--- config.mk ---
export PLATFORM = sky130hd
export DESIGN_NAME = cnn_dot_acc
export DESIGN_NICKNAME = d
export VERILOG_FILES = /design/src/rtl/cnn_pkg.sv /design/src/rtl/cnn_sat_add.sv /design/src/rtl/cnn_dot_acc.sv
export SDC_FILE = /design/constraint.sdc
export NUM_CORES = 1
export LEC_CHECK = 0
export BUFFER_PORTS_ARGS = -buffer_cell sky130_fd_sc_hd__buf_2
export CORE_MARGIN = 5
export CORE_UTILIZATION = 35
export DETAILED_ROUTE_END_ITERATION = 16
export HOLD_SLACK_MARGIN = 0.08
export SYNTH_ARGS = -nofsm -noshare
export SYNTH_HDL_FRONTEND = slang
export SYNTH_SLANG_ARGS = --single-unit
--- constraint.sdc ---
create_clock -name clk -period 7.9 [get_ports clk]
set_input_delay 1.58 -clock clk [delete_from_list [all_inputs] [get_ports clk]]
set_output_delay 1.58 -clock clk [all_outputs]
set_load 0.005 [all_outputs]
--- src/rtl/cnn_pkg.sv ---
// Shared widths, accumulator type and saturation limits for the CNN datapath.
// Latency: n/a (declarations only).
// Backpressure: n/a.
package cnn_pkg;
    localparam int DATA_W_DEF = 8;
    localparam int ACC_W_DEF  = 32;
    localparam int LEN_W_DEF  = 16;

    typedef logic signed [ACC_W_DEF-1:0] acc_t;

    localparam acc_t ACC_MAX = {1'b0, {(ACC_W_DEF-1){1'b1}}};
    localparam acc_t ACC_MIN = {1'b1, {(ACC_W_DEF-1){1'b0}}};
endpackage

--- src/rtl/cnn_sat_add.sv ---
// Signed saturating adder: a + b clamped to the acc_t range, with overflow flag.
// Latency: combinational.
// Backpressure: none (pure function).
module cnn_sat_add
    import cnn_pkg::*;
(
    input  acc_t a,
    input  acc_t b,
    output acc_t sum,
    output logic ovf
);
    logic signed [ACC_W_DEF:0] wide;

    // One extra bit catches overflow; clamp toward the sign of the true result.
    always_comb begin
        wide = {a[ACC_W_DEF-1], a} + {b[ACC_W_DEF-1], b};
        ovf  = wide[ACC_W_DEF] != wide[ACC_W_DEF-1];
        sum  = wide[ACC_W_DEF-1:0];
        if (ovf) begin
            sum = wide[ACC_W_DEF] ? ACC_MIN : ACC_MAX;
        end
    end
endmodule

--- src/rtl/cnn_dot_acc.sv ---
// Streaming signed dot product of cfg_len (data, weight) pairs onto a bias, saturated.
// Latency: last beat accepted at cycle t gives out_valid at t+2; one beat per cycle.
// Backpressure: output stall freezes the accumulator; one more beat may enter the product stage.
module cnn_dot_acc
    import cnn_pkg::*;
#(
    parameter int DATA_W = DATA_W_DEF,
    parameter int ACC_W  = ACC_W_DEF,
    parameter int LEN_W  = LEN_W_DEF
) (
    input  logic                     clk,
    input  logic                     rst_n,
    input  logic        [LEN_W-1:0]  cfg_len,
    input  logic signed [ACC_W-1:0]  in_bias,
    input  logic                     in_valid,
    output logic                     in_ready,
    input  logic signed [DATA_W-1:0] in_data,
    input  logic signed [DATA_W-1:0] in_weight,
    output logic                     out_valid,
    input  logic                     out_ready,
    output logic signed [ACC_W-1:0]  out_sum,
    output logic                     out_sat
);
    logic [LEN_W-1:0]          cnt;
    logic [LEN_W-1:0]          len_q;
    logic [LEN_W-1:0]          len_eff;
    logic                      first;
    logic                      last;
    logic                      in_fire;
    logic                      adv;
    logic                      p_load;
    logic signed [2*DATA_W-1:0] mul;

    logic                      prod_vld;
    logic                      first_q;
    logic                      last_q;
    logic signed [ACC_W-1:0]   prod_q;
    logic signed [ACC_W-1:0]   bias_q;

    logic signed [ACC_W-1:0]   acc_q;
    logic                      sat_q;
    logic signed [ACC_W-1:0]   base;
    acc_t                      sum;
    logic                      ovf;
    logic                      sat_nxt;

    // Stage A moves whenever the output register is free or being drained;
    // stage P may refill as long as its content can move on (or it is empty).
    assign adv      = !out_valid || out_ready;
    assign p_load   = !prod_vld || adv;
    assign in_ready = p_load;
    assign in_fire  = in_valid && in_ready;

    // First beat uses the live cfg_len (0 means 1); later beats use the latched length.
    assign first   = (cnt == '0);
    assign len_eff = first ? ((cfg_len == '0) ? LEN_W'(1) : cfg_len) : len_q;
    assign last    = (cnt == len_eff - LEN_W'(1));
    assign mul     = in_data * in_weight;

    // Beat counter: latch the vector length on the first beat, wrap on the last.
    always_ff @(posedge clk or negedge rst_n) begin
        if (!rst_n) begin
            cnt   <= '0;
            len_q <= '0;
        end else if (in_fire) begin
            if (first) begin
                len_q <= len_eff;
            end
            cnt <= last ? '0 : cnt + LEN_W'(1);
        end
    end

    // Stage P: register the full-precision product with its vector position flags.
    always_ff @(posedge clk or negedge rst_n) begin
        if (!rst_n) begin
            prod_vld <= 1'b0;
            prod_q   <= '0;
            first_q  <= 1'b0;
            last_q   <= 1'b0;
            bias_q   <= '0;
        end else if (p_load) begin
            prod_vld <= in_fire;
            if (in_fire) begin
                prod_q  <= {{(ACC_W-2*DATA_W){mul[2*DATA_W-1]}}, mul};
                first_q <= first;
                last_q  <= last;
                bias_q  <= in_bias;
            end
        end
    end

    // A vector restarts from its bias; the sticky flag restarts with it.
    assign base    = first_q ? bias_q : acc_q;
    assign sat_nxt = (sat_q && !first_q) || ovf;

    cnn_sat_add u_sat_add (
        .a   (base),
        .b   (prod_q),
        .sum (sum),
        .ovf (ovf)
    );

    // Stage A and output register: accumulate, publish on the last product.
    always_ff @(posedge clk or negedge rst_n) begin
        if (!rst_n) begin
            acc_q     <= '0;
            sat_q     <= 1'b0;
            out_valid <= 1'b0;
            out_sum   <= '0;
            out_sat   <= 1'b0;
        end else if (adv) begin
            out_valid <= prod_vld && last_q;
            if (prod_vld) begin
                acc_q <= sum;
                sat_q <= sat_nxt;
                if (last_q) begin
                    out_sum <= sum;
                    out_sat <= sat_nxt;
                end
            end
        end
    end
endmodule

==> impl_metrics.yaml, run 1 <==
synthesis:
  synthFlopType: "dfrtp_1"
  synth-edff-count: 0
  async_flop_share_pct: 100
  ys_ff_latch: 150
  synth_nets: 1435
  synthCells: 1247
  synth.distinct_cells: 74
  seq_area_frac_synth_pct: 32.9
  synth_area_per_cell_um2: 9.15
  syn_area_um2: 11400
  yosysWarnings: 0
place:
  place_hpwl_um: 21100
  io_buffers: 102
  place_congestion: 0.897
  placed_area_um2: 12300
clock_tree:
  clockBufferDepth: 2
  htree_levels: 4
  cts_resized: 0
  cts_tree: "yes"
  ctsRootBufferMaster: "clkbuf_16"
  clock_sinks: 150
  path_clk_slew_ns: 0.07
  hold_buffers: 0
  cts_setup_buffers: 0
  cts_made_buffers: 17
  clock_latency_ns: 0.44
hold_path:
  hold_path_class: "reg2reg"
setup_path:
  cp.arrival_ns: 5.92
  cp_max_fo: 8
  criticalPathCategory: "in2reg"
  crit_required_ns: 8.27
  critPathLaunchType: "input port"
  crit_path_end_kind: "flop"
detailed_routing:
  routed-via-count: 8949
  drc: 0
  wirelength_um: 28500
  via_per_inst: 5.02
  ant_nets: 0
  wl_per_cell_um: 16.0
  dr.pass1.iters: 5
  drt_iter0_markers: 539
floorplanning:
  dieHeight_um: 191
  initial_utilization_pct: 35.2
  core_um2: 32400
  die_w_um: 191
  io_pins: 103
  rows: 66
  die_area_um2: 36300
layout:
  diodes: 0
  seq_area_um2: 3750
  area_growth_pct: 13.1
  fin_nets: 1517
  fillers: 3329
  multi_input_area_um2: 7080
  drive_gt1_share_pct: 15.9
  final_area_um2: 12900
timing:
  relSlewSlack_pct: 36.0
  tns_ns: 0
  finalSetupViolations: 0
  finalCriticalPeriod_ns: 5.55
  finalHoldViolations: 0
  finalClockSkew_ns: 0.0108
  slew_violations: 0
  fmax_mhz: 180
  rsz0062_at_grt: "false"
  fin_crit_sh_pct: 70.3
  worst_pin_slew_ns: 0.960
run_status:
  status: "complete, no violations"
job:
  cap_violations: 0
power_and_ir_drop:
  cellPowerDensity_nw_per_um2: 368
  leakage_nw: 6.23
  peakVddDrop_v: 0.000177
grt:
  first_global_vias: 9429
  grt_start_max_net_pins: 77
  antenna_found_initial: 0
  grt_pass1_wl_um: 48000
  grt_overflow: 0
  grt.total_usage_pct: 16.1
[registers in the layout, indices dropped and copies added, names as in the netlist]
register / cells
acc_q: 32
bias_q: 32
cnt: 16
first_q: 1
last_q: 1
len_q: 16
out_sat: 1
out_sum: 32
out_valid: 1
prod_q: 16
prod_vld: 1
sat_q: 1
[worst paths after layout]
path                               end          from  depth (start not counted)  slack [ns]
setup / recovery            prod_q[14]  in_weight[4]                         19        2.35
hold / removal               bias_q[8]     bias_q[8]                          2        0.47
setup reg to reg           out_sum[18]       first_q                         12        3.01
hold reg to reg              bias_q[8]     bias_q[8]                          2        0.47
max in group asynchronous    acc_q[25]         rst_n                          2        5.30
min in group asynchronous     len_q[8]         rst_n                          1        1.16
[routing by layer]
layer	up-vias	global-route usage, %	part of all wire [%]
li1	4436	-	-
met4	0	4.78	2.0
met5	-	0	0
met2	169	26.2	46
met1	4308	22.5	49
met3	36	2.31	3.4
[cell usage after synthesis (5+ instances only)]
cell type	count	area, µm²
mux2_2	52	586
nand2b_1	10	62.6
buf_1	7	26.3
xnor2_1	43	377
nor2b_1	8	50.1
a21boi_0	5	37.5
dfrtp_1	150	3750
or3_1	6	37.5
and3_1	14	87.6
a22o_1	28	245
mux2i_1	16	160
a211oi_1	8	60.1
nor3b_1	5	37.5
xor2_1	28	245
fa_1	56	1120
a31oi_1	6	37.5
nand2_1	225	845
o211ai_1	7	52.6
nand3_1	14	70.1
and2_1	40	250
o21a_1	10	75.1
or4_1	5	37.5
ha_1	64	801
a21o_1	18	135
nor3_1	21	105
buf_2	7	35.0
inv_1	98	368
nand4_1	11	68.8
clkbuf_1	29	109
nor2_1	68	255
a21oi_1	47	235
o21ai_0	65	325
o31ai_1	9	67.6
[cells in the final DEF (no fill, tap or decap), drive strengths merged, types with 9 or more instances in the layout]
master	synthesis	final
nand2	225	225
dfrtp	150	150
buf	18	110
inv	98	105
nor2	70	70
o21ai	65	65
ha	64	64
fa	56	56
mux2	52	52
a21oi	47	47
xnor2	43	43
and2	41	41
xor2	28	28
a22o	28	28
nor3	22	22
a21o	18	18
clkbuf	29	18
mux2i	16	16
and3	14	14
nand3	14	14
nand4	12	12
nand2b	10	10
o21a	10	10
o31ai	10	10
a211oi	9	9
[cell type report]
cell class | count | share of cell area (%)
clock buffer | 18 | 3.33
clock inverter | 13 | 1.08
inverter | 98 | 2.85
multi-input combinational | 952 | 54.9
sequential | 150 | 29.1
tap | 442 | 4.29
timing repair buffer | 110 | 4.47
[cells by family after synthesis]
kind of cell / share of synthesized area [%]
adders and majority gates: 16.9
DFF: 32.9
xor gates and xnor gates: 5.45
buffers and inverters: 5.08
and+or+nand+nor: 19.1
AOI/OAI and AO/OA: 14.1
muxes: 6.54
[power breakdown]
part | internal [mW] | switching, mW | leakage [nW]
registers | 0.935 | 0.127 | 1.91
clock network | 0.442 | 0.360 | 0.270
logic | 1.19 | 1.69 | 4.05
[worst max-delay path: stages]
cell and delay, ns:
buf_2 0.14, and2_1 0.18, fa_1 0.54, inv_1 0.05
fa_1 0.47, inv_1 0.05, fa_1 0.52, inv_1 0.05
fa_1 0.53, inv_1 0.04, ha_1 0.32, o21ai_0 0.13
a21boi_0 0.15, o21ai_0 0.21, a21oi_1 0.12, o21ai_0 0.19
a21boi_0 0.17, or3_1 0.38, nand3_1 0.08
[through the flow]
| stage | util (%) | cells | setup WS, ns | hold slack [ns] | power, mW |
|---|---|---|---|---|---|
| floorplan | - | 1247 | 2.34 | 0.440 | 3.26 |
| global placement | 38.1 | 1752 | 1.97 | 0.457 | 3.90 |
| detailed placement | 38.1 | 1752 | 1.89 | 0.460 | 3.93 |
| CTS | 39.8 | 1783 | 2.35 | 0.478 | 4.77 |
| global route | 39.8 | 1783 | 2.07 | 0.501 | 5.19 |
| finish | 39.8 | 1783 | 2.35 | 0.473 | 4.75 |
Note: power is estimated with default switching activity, not from simulation.
==> run 2, diff against run 1 <==
==> constraint.sdc (replaced) <==
create_clock -name clk -period 4.7 [get_ports clk]
set_input_delay 0.94 -clock clk [delete_from_list [all_inputs] [get_ports clk]]
set_output_delay 0.94 -clock clk [all_outputs]
set_load 0.005 [all_outputs]
==> run 2 against run 1 <==
Compared with the run above: global-route usage is 0.12 points lower; clock skew is 0.0088 ns higher; sequential power up 69%; highest routed layer is now met5.
==> impl_metrics.yaml, run 2 (synthesis results as in run 1) <==
power_and_ir_drop:
  p_int_mw: 4.65
  finalPower_mw: 8.39
  swShare_pct: 44.5
  peakVddDrop_v: 0.000350
  combPwrFrac_pct: 62.8
  power.switching_mw: 3.74
  pwr-share-seq_pct: 21.4
  cellPowerDensity_nw_per_um2: 623
  power_frac_clock_pct: 15.9
  leakage_nw: 6.59
detailed_routing:
  drt_iter0_markers: 527
  ant_nets: 0
  routed-via-count: 9223
  drc: 0
  wirelength_um: 28700
  wl_per_cell_um: 15.4
  via_per_inst: 4.97
  dr.pass1.iters: 5
timing:
  rsz0062_at_grt: "false"
  finalHoldViolations: 0
  relSlewSlack_pct: 31.0
  finalCriticalPeriod_ns: 4.47
  fin_crit_sh_pct: 95.1
  finalSetupViolations: 0
  finalClockSkew_ns: 0.0196
  fmax_mhz: 224
  hold_ws_ns: 0.471
  slew_violations: 0
  worst_pin_slew_ns: 1.03
grt:
  first_global_vias: 9140
  antenna_found_initial: 1
  grt_start_max_net_pins: 105
  grt_pass1_wl_um: 47300
  grt.total_usage_pct: 16.0
  grt_overflow: 0
setup_path:
  cp_max_fo: 5
  cpMostUsedCell: "fa_1"
  crit_path_cell_trace: "buf_2 -> nor2b_1 -> fa_1 -> fa_1 -> fa_1 -> inv_1 -> fa_1 -> inv_1 -> ha_1 -> a21boi_1 -> o21ai_2 -> a21oi_2 -> o21ai_1 -> a21boi_1 -> or3_1 -> nand3_1"
  crit_buf_inv: 3
  cp.arrival_ns: 4.83
  critPathMaxStageDelay_ns: 0.55
  critPathLaunchType: "input port"
  crit_start: "in_weight[7]"
  criticalPathCategory: "in2reg"
  reg2reg_from: "first_q"
  crit_required_ns: 5.07
  crit_slowest_cell: "fa_1"
  crit_path_end_kind: "flop"
  cp_top_family: "adder cells"
hold_path:
  hold_path_class: "reg2reg"
  hp-start: "acc_q[21]"
layout:
  final_cell_mix: "224 x nand2_1, 150 x dfrtp_1, 101 x buf_2"
  fin_nets: 1590
  top_regs: "acc_q (32), bias_q (32), out_sum (32)"
  area_growth_pct: 18.1
  final_common_cell: "nand2_1"
  diodes: 0
  drive_gt1_share_pct: 20.7
clock_tree:
  hold_buffers: 0
  clock_latency_ns: 0.44
  htree_levels: 4
  path_clk_slew_ns: 0.07
  clock_sinks: 150
  clockBufferDepth: 2
  cts_tree: "yes"
  cts_made_buffers: 17
  ctsRootBufferMaster: "clkbuf_16"
place:
  io_buffers: 102
  place_congestion: 0.889
  place_hpwl_um: 22200
floorplanning:
  initial_utilization_pct: 35.2
  die_area_um2: 36300
  io_pins: 103
  rows: 66
  die_w_um: 191
  core_um2: 32400
  dieHeight_um: 191
job:
  cap_violations: 0
run_status:
  status: "complete, no violations"
-- run 2: cell count changes in the layout (fill, tap and decap cells not counted), sizes merged --
cell and delta:
clkbuf +2, clkinv +2, buf +73, inv -2, clkinvlp -2
-- run 2: power groups by stage --
stage | Sequential [mW] | Clock [mW] | Combinational [mW]
floorplan | 1.72 | 0 | 3.82
global placement | 1.80 | 0 | 5.18
detailed placement | 1.81 | 0 | 5.23
CTS | 1.79 | 1.36 | 5.27
global route | 1.83 | 1.42 | 5.91
finish | 1.79 | 1.33 | 5.27
-- run 2: final timing paths --
| path | endpoint | slack (ns) | depth (start not counted) |
|---|---|---|---|
| max in group asynchronous | acc_q[24] | 3.09 | 2 |
| hold reg to reg | acc_q[21] | 0.47 | 2 |
| setup reg to reg | acc_q[14] | 0.35 | 13 |
| hold / removal | acc_q[21] | 0.47 | 2 |
| min in group asynchronous | len_q[1] | 0.62 | 1 |
| setup / recovery | prod_q[14] | 0.23 | 16 |
-- run 2: timing repair --
action / in CTS / in global routing
hold endpoints to repair: 0 / 0
buffers inserted: 0 / 0
gates resized for setup: 0 / 3
endpoints found under the setup margin: 0 / 2
-- run 2: worst reg2reg max path: stages (launching register included) --
cell and delay [ns]:
dfrtp_1 0.65, buf_4 0.34, mux2_2 0.36, ha_1 0.31
or2_2 0.30, and3_1 0.18, o31a_1 0.13, o21ai_0 0.38
a211oi_1 0.21, nor3_1 0.36, o221ai_2 0.31, buf_4 0.23
a21oi_1 0.29, o21ai_0 0.13
-- run 2: layer usage --
layer  GRT usage [%]  part of all wire, %  wire length, µm  vias to the layer above
met5               0                0.038               11                        -
met4            5.22                  2.5              724                        2
met3            2.58                  3.4              966                       43
met2            25.7                   46            13200                      170
met1            22.3                   48            13700                     4442
li1                -                    -                -                     4566
-- run 2: cell type report --
cell class / count / area [µm²]
clock inverter: 11 / 115
fill: 3274 / 18900
multi-input combinational: 952 / 7110
sequential: 150 / 3750
timing repair buffer: 183 / 1120
clock buffer: 20 / 447
tap: 442 / 553
inverter: 98 / 368
-- run 2: through the flow --
stage | std cells | setup WS [ns] | area, µm² | util (%) | TNS (ns)
after detailed placement | 1825 | -0.287 | 12900 | 39.9 | -0.981
after floorplan | 1247 | 0.00762 | 11400 | - | 0
final | 1856 | 0.233 | 13500 | 41.6 | 0
after global routing | 1856 | 0.00896 | 13500 | 41.6 | 0
after global placement | 1825 | -0.231 | 12900 | 39.9 | -0.811
after CTS | 1856 | 0.173 | 13500 | 41.6 | 0
==> run 3, diff against run 2 <==
--- a/config.mk
+++ b/config.mk
@@ -7,9 +7,10 @@
 export LEC_CHECK = 0
 export BUFFER_PORTS_ARGS = -buffer_cell sky130_fd_sc_hd__buf_2
 export CORE_MARGIN = 5
-export CORE_UTILIZATION = 35
+export CORE_UTILIZATION = 45
 export DETAILED_ROUTE_END_ITERATION = 16
 export HOLD_SLACK_MARGIN = 0.08
+export PLACE_DENSITY = 0.66
 export SYNTH_ARGS = -nofsm -noshare
 export SYNTH_HDL_FRONTEND = slang
 export SYNTH_SLANG_ARGS = --single-unit
==> run 3 against run 2 <==
Compared with the run above: non-clock buffer count fell by 11; die area fell by 21%; fmax fell by 0.81%; largest cell class unchanged; cell area fell by 0.83%; clock skew fell by 0.0051 ns; register-to-register slack improved by 0.05 ns; sequential power barely moved; setup slack got worse by 0.036 ns; global-route usage rose by 4.1 points; final cell count fell by 6.6%; critical endpoint is now prod_q[15]; combinational power barely moved.
==> impl_metrics.yaml, run 3 (synthesis results as in run 1) <==
timing:
  finalSetupViolations: 0
  relSlewSlack_pct: 35.4
  rsz0062_at_grt: "false"
  worst_pin_slew_ns: 0.967
  finalCriticalPeriod_ns: 4.50
  fmax_mhz: 222
  finalClockSkew_ns: 0.0145
  finalHoldViolations: 0
  tns_ns: 0
  slew_violations: 0
  fin_crit_sh_pct: 95.8
floorplanning:
  initial_utilization_pct: 45.6
  dieHeight_um: 169
  die_w_um: 169
  die_area_um2: 28600
  core_um2: 25000
  io_pins: 103
  rows: 58
detailed_routing:
  via_per_inst: 5.35
  routed-via-count: 9283
  wirelength_um: 28200
  wl_per_cell_um: 16.3
  ant_nets: 0
  dr.pass1.iters: 5
  drt_iter0_markers: 523
  drc: 0
clock_tree:
  clock_latency_ns: 0.44
  cts_setup_buffers: 0
  clockBufferDepth: 2
  ctsRootBufferMaster: "clkbuf_16"
  cts_tree: "yes"
  htree_levels: 4
  path_clk_slew_ns: 0.07
  cts_made_buffers: 17
  clock_sinks: 150
setup_path:
  worstReg2RegEnd: "out_sum[14]"
  criticalPathCategory: "in2reg"
  crit_start: "in_weight[4]"
  crit_path_end_kind: "flop"
  reg2reg_from: "first_q"
  rrSetupSlack_ns: 0.40
  r2r_cells: 12
  critPathMaxStageDelay_ns: 0.53
  cp_max_fo: 6
  critPathLaunchType: "input port"
  cpMostUsedCell: "fa_1"
  crit_slowest_cell: "fa_1"
  crit_buf_inv: 5
  cp_top_family: "adder cells"
  crit_path_cell_trace: "clkbuf_4 -> and2_1 -> fa_1 -> inv_1 -> fa_1 -> inv_1 -> fa_1 -> inv_1 -> fa_1 -> inv_2 -> ha_4 -> a21o_1 -> a21o_1 -> a21oi_2 -> o21ai_2 -> o41ai_2 -> xnor2_1 -> o21ai_0"
  cp.arrival_ns: 4.79
  crit_required_ns: 4.99
power_and_ir_drop:
  p_int_mw: 4.66
  power_frac_clock_pct: 16.7
  swShare_pct: 45.1
  power.switching_mw: 3.83
  peakVddDrop_v: 0.000366
  pwr-share-seq_pct: 21.0
  cellPowerDensity_nw_per_um2: 636
  combPwrFrac_pct: 62.2
  leakage_nw: 6.58
layout:
  area_growth_pct: 17.2
  diodes: 0
  final_cell_mix: "222 x nand2_1, 150 x dfrtp_1, 99 x buf_2"
  fin_nets: 1579
  drive_gt1_share_pct: 20.7
  top_regs: "acc_q (32), bias_q (32), out_sum (32)"
  seq_area_um2: 3750
  fillers: 2292
  multi_input_area_um2: 7140
  utilization_pct: 53.4
  final_common_cell: "nand2_1"
grt:
  grt.total_usage_pct: 20.2
  grt_overflow: 0
  antenna_found_initial: 2
  grt_pass1_wl_um: 47600
  grt_start_max_net_pins: 96
  first_global_vias: 9485
place:
  place_congestion: 0.942
  io_buffers: 102
  place_hpwl_um: 21500
hold_path:
  hold_depth: 2
  hold_end: "out_sum[27]"
  hp-start: "out_sum[27]"
  hold_path_class: "reg2reg"
run_status:
  status: "complete, no violations"
job:
  cap_violations: 0
-- run 3: tightest hold or removal path: stages (launching register included) --
cell     delay [ns]
dfrtp_1        0.34
nand2_1        0.04
o21ai_0        0.06
-- run 3: final cells by class --
| cell class | instances | share of cell area (%) |
|---|---|---|
| clock buffer | 17 | 3.18 |
| clock inverter | 15 | 1.54 |
| inverter | 98 | 2.75 |
| multi-input combinational | 952 | 53.4 |
| sequential | 150 | 28.1 |
| tap | 330 | 3.09 |
| timing repair buffer | 172 | 7.93 |
-- run 3: per-layer routing --
metal / vias to the layer above / part of all wire (%) / global-route usage (%)
li1: 4557 / - / -
met1: 4466 / 46 / 27.3
met2: 191 / 47 / 33.0
met3: 65 / 3.7 / 3.05
met4: 4 / 3.0 / 7.46
met5: - / 0.074 / 0
-- run 3: worst max path at each step --
| stage | cells after the start | to | slack, ns |
|---|---|---|---|
| after global placement | 19 | prod_q[14] | -0.27 |
| final | 18 | prod_q[15] | 0.20 |
| after global routing | 16 | prod_q[14] | 0.003 |
| after detailed placement | 18 | prod_q[15] | -0.35 |
| after CTS | 16 | prod_q[15] | 0.12 |
| after floorplan | 14 | prod_q[15] | 0.008 |
-- run 3: power groups by stage --
stage / Combinational (mW) / Sequential (mW) / Clock, mW
final: 5.29 / 1.78 / 1.42
after global routing: 5.90 / 1.82 / 1.50
after CTS: 5.23 / 1.79 / 1.45
after detailed placement: 5.18 / 1.81 / 0
after global placement: 5.08 / 1.80 / 0
after floorplan: 3.82 / 1.72 / 0
-- run 3: metrics by stage --
stage	cell area, µm²	cells	setup WS [ns]	hold slack [ns]	power [mW]
after floorplan	11400	1247	0.00762	0.440	5.54
after global placement	12700	1702	-0.271	0.457	6.88
after detailed placement	12700	1702	-0.350	0.461	6.99
after CTS	13300	1734	0.118	0.483	8.47
after global routing	13400	1734	0.00348	0.495	9.23
final	13400	1734	0.196	0.476	8.49
-- run 3: repair_timing --
item                                    4_1_cts  5_1_grt
endpoints found under the setup margin        0        3
hold buffers                                  0        0
gates resized for setup                       0       11
